## config.mk

```make
export PLATFORM = sky130hd
export DESIGN_NAME = hazard_scoreboard_unit_flat
export DESIGN_NICKNAME = d
export VERILOG_FILES = /design/src/rtl/hazard_scoreboard_unit_pkg.sv /design/src/rtl/hazard_scoreboard_unit_if.sv /design/src/rtl/hazard_scoreboard_unit_reg_busy_counter.sv /design/src/rtl/hazard_scoreboard_unit.sv /design/src/flat_wrapper.sv
export SDC_FILE = /design/constraint.sdc
export NUM_CORES = 1
export LEC_CHECK = 0
export ABC_AREA = 1
export BUFFER_PORTS_ARGS = -buffer_cell sky130_fd_sc_hd__buf_2
export CAP_MARGIN = 20
export CORE_AREA = 2 2 117 119
export DETAILED_ROUTE_END_ITERATION = 10
export DIE_AREA = 0 0 119 121
export PLACE_DENSITY = 0.77
export SLEW_MARGIN = 15
export SYNTH_ARGS = -nofsm -noshare
export SYNTH_HDL_FRONTEND = slang
export SYNTH_HIERARCHICAL = 1
export SYNTH_SLANG_ARGS = --single-unit
```

## constraint.sdc

```tcl
create_clock -name clk -period 2.3 [get_ports clk]
set_input_delay 0.345 -clock clk [delete_from_list [all_inputs] [get_ports clk]]
set_output_delay 0.345 -clock clk [all_outputs]
set_load 0.02 [all_outputs]
```

## src/rtl/hazard_scoreboard_unit_pkg.sv

```systemverilog
// Shared definitions for the hazard scoreboard: opcode constants, opcode
// classification helpers and the counter-width derivation.
package hazard_pkg;

    localparam logic [5:0] OP_BEQ = 6'b000100;
    localparam logic [5:0] OP_BNE = 6'b000101;
    localparam logic [5:0] OP_J   = 6'b000010;

    // Branches resolve in ID, so they cannot use EX forwarding.
    function automatic logic is_branch(input logic [5:0] op);
        return (op == OP_BEQ) || (op == OP_BNE);
    endfunction

    function automatic logic is_jump(input logic [5:0] op);
        return op == OP_J;
    endfunction

    // The counter must be able to hold the longest producer latency.
    function automatic int cnt_width(input int load_lat);
        return $clog2(load_lat + 1);
    endfunction

endpackage

```

## src/rtl/hazard_scoreboard_unit_if.sv

```systemverilog
// ID-stage interface of the hazard scoreboard. Decode drives the master side.
// The scoreboard implements the slave side.
interface hazard_scoreboard_unit_if #(
    parameter int NUM_REGS = 32,
    parameter int REG_AW   = 5
);
    logic              id_valid;
    logic [5:0]        id_op;
    logic [REG_AW-1:0] id_rs;
    logic [REG_AW-1:0] id_rt;
    logic              id_use_rs;
    logic              id_use_rt;
    logic              id_wr_en;
    logic [REG_AW-1:0] id_wr_reg;
    logic              id_is_load;
    logic              id_branch_taken;
    logic              ext_flush;

    logic                stall;
    logic                flush_idex;
    logic                flush_ifid;
    logic [NUM_REGS-1:0] busy_mask;

    modport master (
        output id_valid, id_op, id_rs, id_rt, id_use_rs, id_use_rt,
               id_wr_en, id_wr_reg, id_is_load, id_branch_taken, ext_flush,
        input  stall, flush_idex, flush_ifid, busy_mask
    );

    modport slave (
        input  id_valid, id_op, id_rs, id_rt, id_use_rs, id_use_rt,
               id_wr_en, id_wr_reg, id_is_load, id_branch_taken, ext_flush,
        output stall, flush_idex, flush_ifid, busy_mask
    );
endinterface

```

## src/rtl/hazard_scoreboard_unit_reg_busy_counter.sv

```systemverilog
// Remaining-latency counter for one architectural register. A load from the
// issuing instruction takes precedence over the per-cycle decrement. The
// counter stops at zero.
module reg_busy_counter #(
    parameter int CW = 2
) (
    input  logic          clk,
    input  logic          rst,
    input  logic          load_en,
    input  logic [CW-1:0] load_val,
    output logic [CW-1:0] cnt,
    output logic          busy_next
);
    logic [CW-1:0] cnt_q;
    logic [CW-1:0] cnt_d;

    // Next count: reload on issue, otherwise count down towards zero.
    always_comb begin
        // NOTE: default first so every path assigns cnt_d and no latch is inferred.
        cnt_d = cnt_q;
        if (load_en) begin
            cnt_d = load_val;
        end else if (cnt_q != '0) begin
            cnt_d = cnt_q - 1'b1;
        end
    end

    // Count register with synchronous reset.
    always_ff @(posedge clk) begin
        // NOTE: non-blocking assignment so that every flop samples pre-edge values.
        if (rst) cnt_q <= '0;
        else     cnt_q <= cnt_d;
    end

    assign cnt       = cnt_q;
    assign busy_next = (cnt_d != '0);
endmodule

```

## src/rtl/hazard_scoreboard_unit.sv

```systemverilog
// Countdown-scoreboard hazard unit for the ID stage. The unit produces stall,
// flush_idex and flush_ifid from the registered counts and the current ID
// inputs.
// Optional macro HAZARD_STATS_EN adds the stall_cycles and flush_count
// statistics outputs.
module hazard_scoreboard_unit
    import hazard_pkg::*;
#(
    parameter int NUM_REGS = 32,
    parameter int REG_AW   = 5,
    parameter int ALU_LAT  = 1,
    parameter int LOAD_LAT = 2,
    parameter int EX_FWD   = 1
) (
    input  logic clk,
    input  logic rst,
    hazard_scoreboard_unit_if.slave bus
`ifdef HAZARD_STATS_EN
    ,
    output logic [31:0] stall_cycles,
    output logic [31:0] flush_count
`endif
);
    localparam int            CW        = cnt_width(LOAD_LAT);
    localparam logic [CW-1:0] ALU_VAL   = CW'(ALU_LAT);
    localparam logic [CW-1:0] LOAD_VAL  = CW'(LOAD_LAT);
    localparam logic [CW-1:0] EX_FWD_CW = CW'(EX_FWD);

    logic [CW-1:0]       cnt [NUM_REGS];
    logic                busy_next [NUM_REGS];
    logic [NUM_REGS-1:0] busy_mask_q;
    logic [NUM_REGS-1:0] busy_mask_d;

    logic          br;
    logic          jmp;
    logic [CW-1:0] thr;
    logic          haz_rs;
    logic          haz_rt;
    logic          stall_c;
    logic          issue;
    logic [CW-1:0] load_val;

    // Hazard detection and pipeline control from the pre-update counts.
    always_comb begin
        br  = is_branch(bus.id_op);
        jmp = is_jump(bus.id_op);
        // A branch compares in ID and needs a ready operand. Other consumers
        // can pick up a result that is EX_FWD cycles away by forwarding.
        thr    = br ? '0 : EX_FWD_CW;
        haz_rs = bus.id_use_rs && (bus.id_rs != '0) && (cnt[bus.id_rs] > thr);
        haz_rt = bus.id_use_rt && (bus.id_rt != '0) && (cnt[bus.id_rt] > thr);

        stall_c  = bus.id_valid && !bus.ext_flush && (haz_rs || haz_rt);
        issue    = bus.id_valid && !stall_c && !bus.ext_flush;
        load_val = bus.id_is_load ? LOAD_VAL : ALU_VAL;

        bus.stall      = stall_c;
        bus.flush_idex = stall_c || bus.ext_flush;
        bus.flush_ifid = (bus.id_valid && !stall_c &&
                          ((br && bus.id_branch_taken) || jmp)) || bus.ext_flush;
    end

    // Register 0 is hardwired zero, so it is never tracked.
    assign cnt[0]       = '0;
    assign busy_next[0] = 1'b0;

    for (genvar r = 1; r < NUM_REGS; r++) begin : g_cnt
        reg_busy_counter #(.CW(CW)) u_cnt (
            .clk       (clk),
            .rst       (rst),
            .load_en   (issue && bus.id_wr_en && (bus.id_wr_reg == REG_AW'(r))),
            .load_val  (load_val),
            .cnt       (cnt[r]),
            .busy_next (busy_next[r])
        );
    end

    // Gather the post-update busy bits for the registered mask.
    always_comb begin
        busy_mask_d = '0;
        for (int i = 0; i < NUM_REGS; i++) begin
            busy_mask_d[i] = busy_next[i];
        end
    end

    // Busy mask register reflects the counts after this cycle's update.
    always_ff @(posedge clk) begin
        if (rst) busy_mask_q <= '0;
        else     busy_mask_q <= busy_mask_d;
    end

    assign bus.busy_mask = busy_mask_q;

`ifdef HAZARD_STATS_EN
    logic [31:0] stall_cycles_q;
    logic [31:0] stall_cycles_d;
    logic [31:0] flush_count_q;
    logic [31:0] flush_count_d;

    // Event counters advance on each stalled and each IF/ID-flushed cycle.
    always_comb begin
        stall_cycles_d = stall_cycles_q;
        flush_count_d  = flush_count_q;
        if (stall_c)        stall_cycles_d = stall_cycles_q + 32'd1;
        if (bus.flush_ifid) flush_count_d  = flush_count_q + 32'd1;
    end

    // Statistics registers are cleared by reset and wrap naturally.
    always_ff @(posedge clk) begin
        if (rst) begin
            stall_cycles_q <= '0;
            flush_count_q  <= '0;
        end else begin
            stall_cycles_q <= stall_cycles_d;
            flush_count_q  <= flush_count_d;
        end
    end

    assign stall_cycles = stall_cycles_q;
    assign flush_count  = flush_count_q;
`endif
endmodule

```

## src/flat_wrapper.sv

```systemverilog
// flat-port wrapper written by rule: the top's interface ports become plain ports
module hazard_scoreboard_unit_flat import hazard_pkg::*;
#(
    parameter int NUM_REGS = 32,
    parameter int REG_AW   = 5,
    parameter int ALU_LAT  = 1,
    parameter int LOAD_LAT = 2,
    parameter int EX_FWD   = 1
)
  (clk, rst, bus_id_valid, bus_id_op, bus_id_rs, bus_id_rt, bus_id_use_rs, bus_id_use_rt, bus_id_wr_en, bus_id_wr_reg, bus_id_is_load, bus_id_branch_taken, bus_ext_flush, bus_stall, bus_flush_idex, bus_flush_ifid, bus_busy_mask);
  hazard_scoreboard_unit_if #(.NUM_REGS(NUM_REGS), .REG_AW(REG_AW)) bus_i ();
  input  logic clk;
  input  logic rst;
  input wire logic [$bits(bus_i.id_valid)-1:0] bus_id_valid;
  input wire logic [$bits(bus_i.id_op)-1:0] bus_id_op;
  input wire logic [$bits(bus_i.id_rs)-1:0] bus_id_rs;
  input wire logic [$bits(bus_i.id_rt)-1:0] bus_id_rt;
  input wire logic [$bits(bus_i.id_use_rs)-1:0] bus_id_use_rs;
  input wire logic [$bits(bus_i.id_use_rt)-1:0] bus_id_use_rt;
  input wire logic [$bits(bus_i.id_wr_en)-1:0] bus_id_wr_en;
  input wire logic [$bits(bus_i.id_wr_reg)-1:0] bus_id_wr_reg;
  input wire logic [$bits(bus_i.id_is_load)-1:0] bus_id_is_load;
  input wire logic [$bits(bus_i.id_branch_taken)-1:0] bus_id_branch_taken;
  input wire logic [$bits(bus_i.ext_flush)-1:0] bus_ext_flush;
  output wire logic [$bits(bus_i.stall)-1:0] bus_stall;
  output wire logic [$bits(bus_i.flush_idex)-1:0] bus_flush_idex;
  output wire logic [$bits(bus_i.flush_ifid)-1:0] bus_flush_ifid;
  output wire logic [$bits(bus_i.busy_mask)-1:0] bus_busy_mask;
  assign bus_i.id_valid = bus_id_valid;
  assign bus_i.id_op = bus_id_op;
  assign bus_i.id_rs = bus_id_rs;
  assign bus_i.id_rt = bus_id_rt;
  assign bus_i.id_use_rs = bus_id_use_rs;
  assign bus_i.id_use_rt = bus_id_use_rt;
  assign bus_i.id_wr_en = bus_id_wr_en;
  assign bus_i.id_wr_reg = bus_id_wr_reg;
  assign bus_i.id_is_load = bus_id_is_load;
  assign bus_i.id_branch_taken = bus_id_branch_taken;
  assign bus_i.ext_flush = bus_ext_flush;
  assign bus_stall = bus_i.stall;
  assign bus_flush_idex = bus_i.flush_idex;
  assign bus_flush_ifid = bus_i.flush_ifid;
  assign bus_busy_mask = bus_i.busy_mask;
  hazard_scoreboard_unit #(.NUM_REGS(NUM_REGS), .REG_AW(REG_AW), .ALU_LAT(ALU_LAT), .LOAD_LAT(LOAD_LAT), .EX_FWD(EX_FWD)) u_core (.clk(clk), .rst(rst), .bus(bus_i));
endmodule
```

==> metrics.md <==
| Metric | Value |
|---|---|
| Status | finished clean |
| Mapped Cells | 998 |
| Worst setup EP type | primary output |
| Area leader, netlist | dfxtp_1 |
| Crit path DAT | 1.86 ns |
| Global-route wire length before repair | ~26000 um |
| Worst setup SP type | input pin |
| Post-synthesis cell type count | 24 |
| Fin crit period | 2.21 ns |
| Clk_skew | slightly below 0.008 ns |
| PwrDens | 507 mW/mm^2 |
| Vias | 6127 |
| Ys flop type | dfxtp_1 |
| DP Wirelength | 11900 um |
| FFs w/ async S/R, synth | 0% |
| Tcrit/Tclk final | 95.9% |
| Core Box Area | 0.0131 mm^2 |
| Worst-path maximum fanout | 16 |
| FP Rows | 42 |
| Detailed-route wire length | 15900 um |
| Routed vias/inst | roughly 4.8 |
| Worst-path clk slew | around 0.06 ns |
| Leakage | roughly 3.4 nW |
| Synth area leaders | dfxtp_1 32%, nand2_1 21%, inv_1 13% |
| Post-route ant nets | 0 |
| Crit path kind | in2out |
| Initial antenna violation count | 0 |
| HP Class | in2reg |
| Syn nets | 1028 |
| Die Span Y | 121 um |
| Post-Layout Cell Count | 1279 |
| Largest net degree at the start of global routing | 94 |
| #FFs+latches synth | 93 |
| Pre-antenna DRT Iters | 9 |
| Io pins | 65 |
| Fmax | 453 MHz |
| Post-synth top cells | 324 x nand2_1, 197 x inv_1, 165 x nor2_1 |
| Hold Vio Cnt, Final | 0 |
| H-tree Lvls | 3 |
| Sequential fraction of the synthesis area | 32.3% |
| Hold_ws | 0.448 ns |
| Starting Density | between 40% and 50% |
| Syn Area/Cell | 5.78 um^2 |
| Post-synth EDFFs | 0 |
| Worst Path Required | 1.96 ns |
| Area grow syn2layout | 24.9% |
| Post-Place Cells | 1260 |
| Gp weighted congestion | 0.998 |
| Top-count cell post-synth | nand2_1 |
| CTS buffer count | 9 |
| Max_cap viols | 0 |
| Iter 0 DRT Violations | ~500 |
| Worst-Skew Late Latency | 0.36 ns |
| Mapped cell area | 0.00577 mm^2 |
| Input/output buffers | 63 |
| Post-cts hold buffer count | 0 |
| Ant. Diodes | 0 |
| Total Power | approximately 0.0037 W |
| Root Driver | clkbuf_16 |
| Slew Limit Fails | 0 |
| All-Layer GR Usage | 22.5% |
| Clock Tree Buf Depth | 2 |
| Max VDD drop | 0.000342 V |
| Unrepaired setup endpoints after global routing | yes |
| Die area | 0.0144 mm^2 |
| Top-area cell type share of the netlist area | 32.3% |
| CTS tree | yes |
| Final setup violation count | 0 |
| Overflow after GRT | 0 |
| DRC | 0 |
| Synth Warn # | 6 |
| Wire per inst | 12.4 um |
| Vias in the first global route | ~5400 |
| Die Width | 119 um |
| # clock sinks | 93 |
| Nets | 1128 |
| Share of cells above drive strength 1 | 23.3% |
final timing paths:
check / startpoint / end / slack [ns] / depth (start not counted)
worst min register to register: u_core/g_cnt[23].u_cnt/cnt[1] / u_core/g_cnt[23].u_cnt/cnt[0] / 0.51 / 2
worst max register to register: u_core/g_cnt[2].u_cnt/cnt[1] / u_core/bus.busy_mask[11] / 0.11 / 18
worst max-delay path: bus_id_rt[0] / bus_flush_idex / 0.09 / 17
worst min-delay path: bus_id_wr_reg[4] / u_core/g_cnt[17].u_cnt/cnt[0] / 0.45 / 5
power breakdown:
group | switching [W] | total [W] | leakage (nW) | internal [W]
registers | 0.00000145 | 0.00161 | 0.772 | 0.00161
logic | 0.000263 | 0.000416 | 2.52 | 0.000153
clock network | 0.000620 | 0.00163 | 0.163 | 0.00101
total | 0.000884 | 0.00365 | 3.45 | 0.00277
final cells by class:
type / instances / area [um^2]
Inverter: 203 / 769
Fill cell: 1315 / 5880
Sequential cell: 93 / 1920
Clock buffer: 12 / 256
Timing Repair Buffer: 114 / 863
Clock inverter: 4 / 70.1
Tap cell: 176 / 220
Multi-Input combinational cell: 677 / 3110
cells in the final DEF (no fill, tap or decap), types with 3 or more instances in the layout:
cell and count:
o21ai_0 3, nand2_1 320, inv_1 197, dfxtp_1 50
nand3_2 35, clkbuf_16 9, buf_2 58, inv_2 3
nor2_1 144, buf_4 40, nand2_2 3, nor2_2 31
a21oi_1 41, o21ai_1 3, dfxtp_2 41, a21oi_2 3
inv_4 3, nand3_1 81, buf_12 11
kinds of logic after synthesis:
kind of cell | count (synthesis) | share of synthesized area, %
simple gates | 624 | 47.1
compound gates | 52 | 4.58
flops | 93 | 32.3
buf+inv | 228 | 16.0
other cells | 1 | 0.0650
registers in the layout, indices dropped and copies added, names as in the netlist:
name	count
u_core/bus.busy_mask	31
u_core/g_cnt.u_cnt/cnt	62
stage by stage:
step / TNS [ns] / setup slack (ns) / area [um^2] / util, %
final: 0 / 0.0948 / 7210 / 55.1
after global routing: -1.03 / -0.106 / 7210 / 55.1
after CTS: 0 / 0.0179 / 7020 / 53.6
after detailed placement: -8.51 / -0.268 / 6650 / 50.8
after global placement: -6.83 / -0.240 / 6650 / 50.8
after floorplan: 0 / 0.152 / 5770 / -
worst max-delay path, stage by stage:
cell and delay [ns]:
clkbuf_4 0.16, inv_4 0.08, buf_12 0.14, nand2_1 0.06, nand3_1 0.08, nand3_1 0.09
nand2_1 0.07, nand2_1 0.05, nand2_1 0.06, nand2_1 0.05, nand2_2 0.09, nand3_4 0.09
buf_6 0.13, nand2_4 0.07, nand3_2 0.07, nand2_1 0.07, buf_4 0.14
routing by layer:
metal	up-vias	track usage (%)	share of wire (%)
met5	-	0	0
met4	0	7.66	1.7
met3	24	4.14	6.1
met2	161	37.4	47
met1	2770	29.3	45
li1	3172	-	-
what timing repair did:
action | CTS | global route
buffers inserted | 2 | 1
endpoints found under the setup margin | 3 | 41
pin swaps | 1 | 4
resized for setup | 11 | 85
No activity file was read; power rests on OpenSTA's default activity.
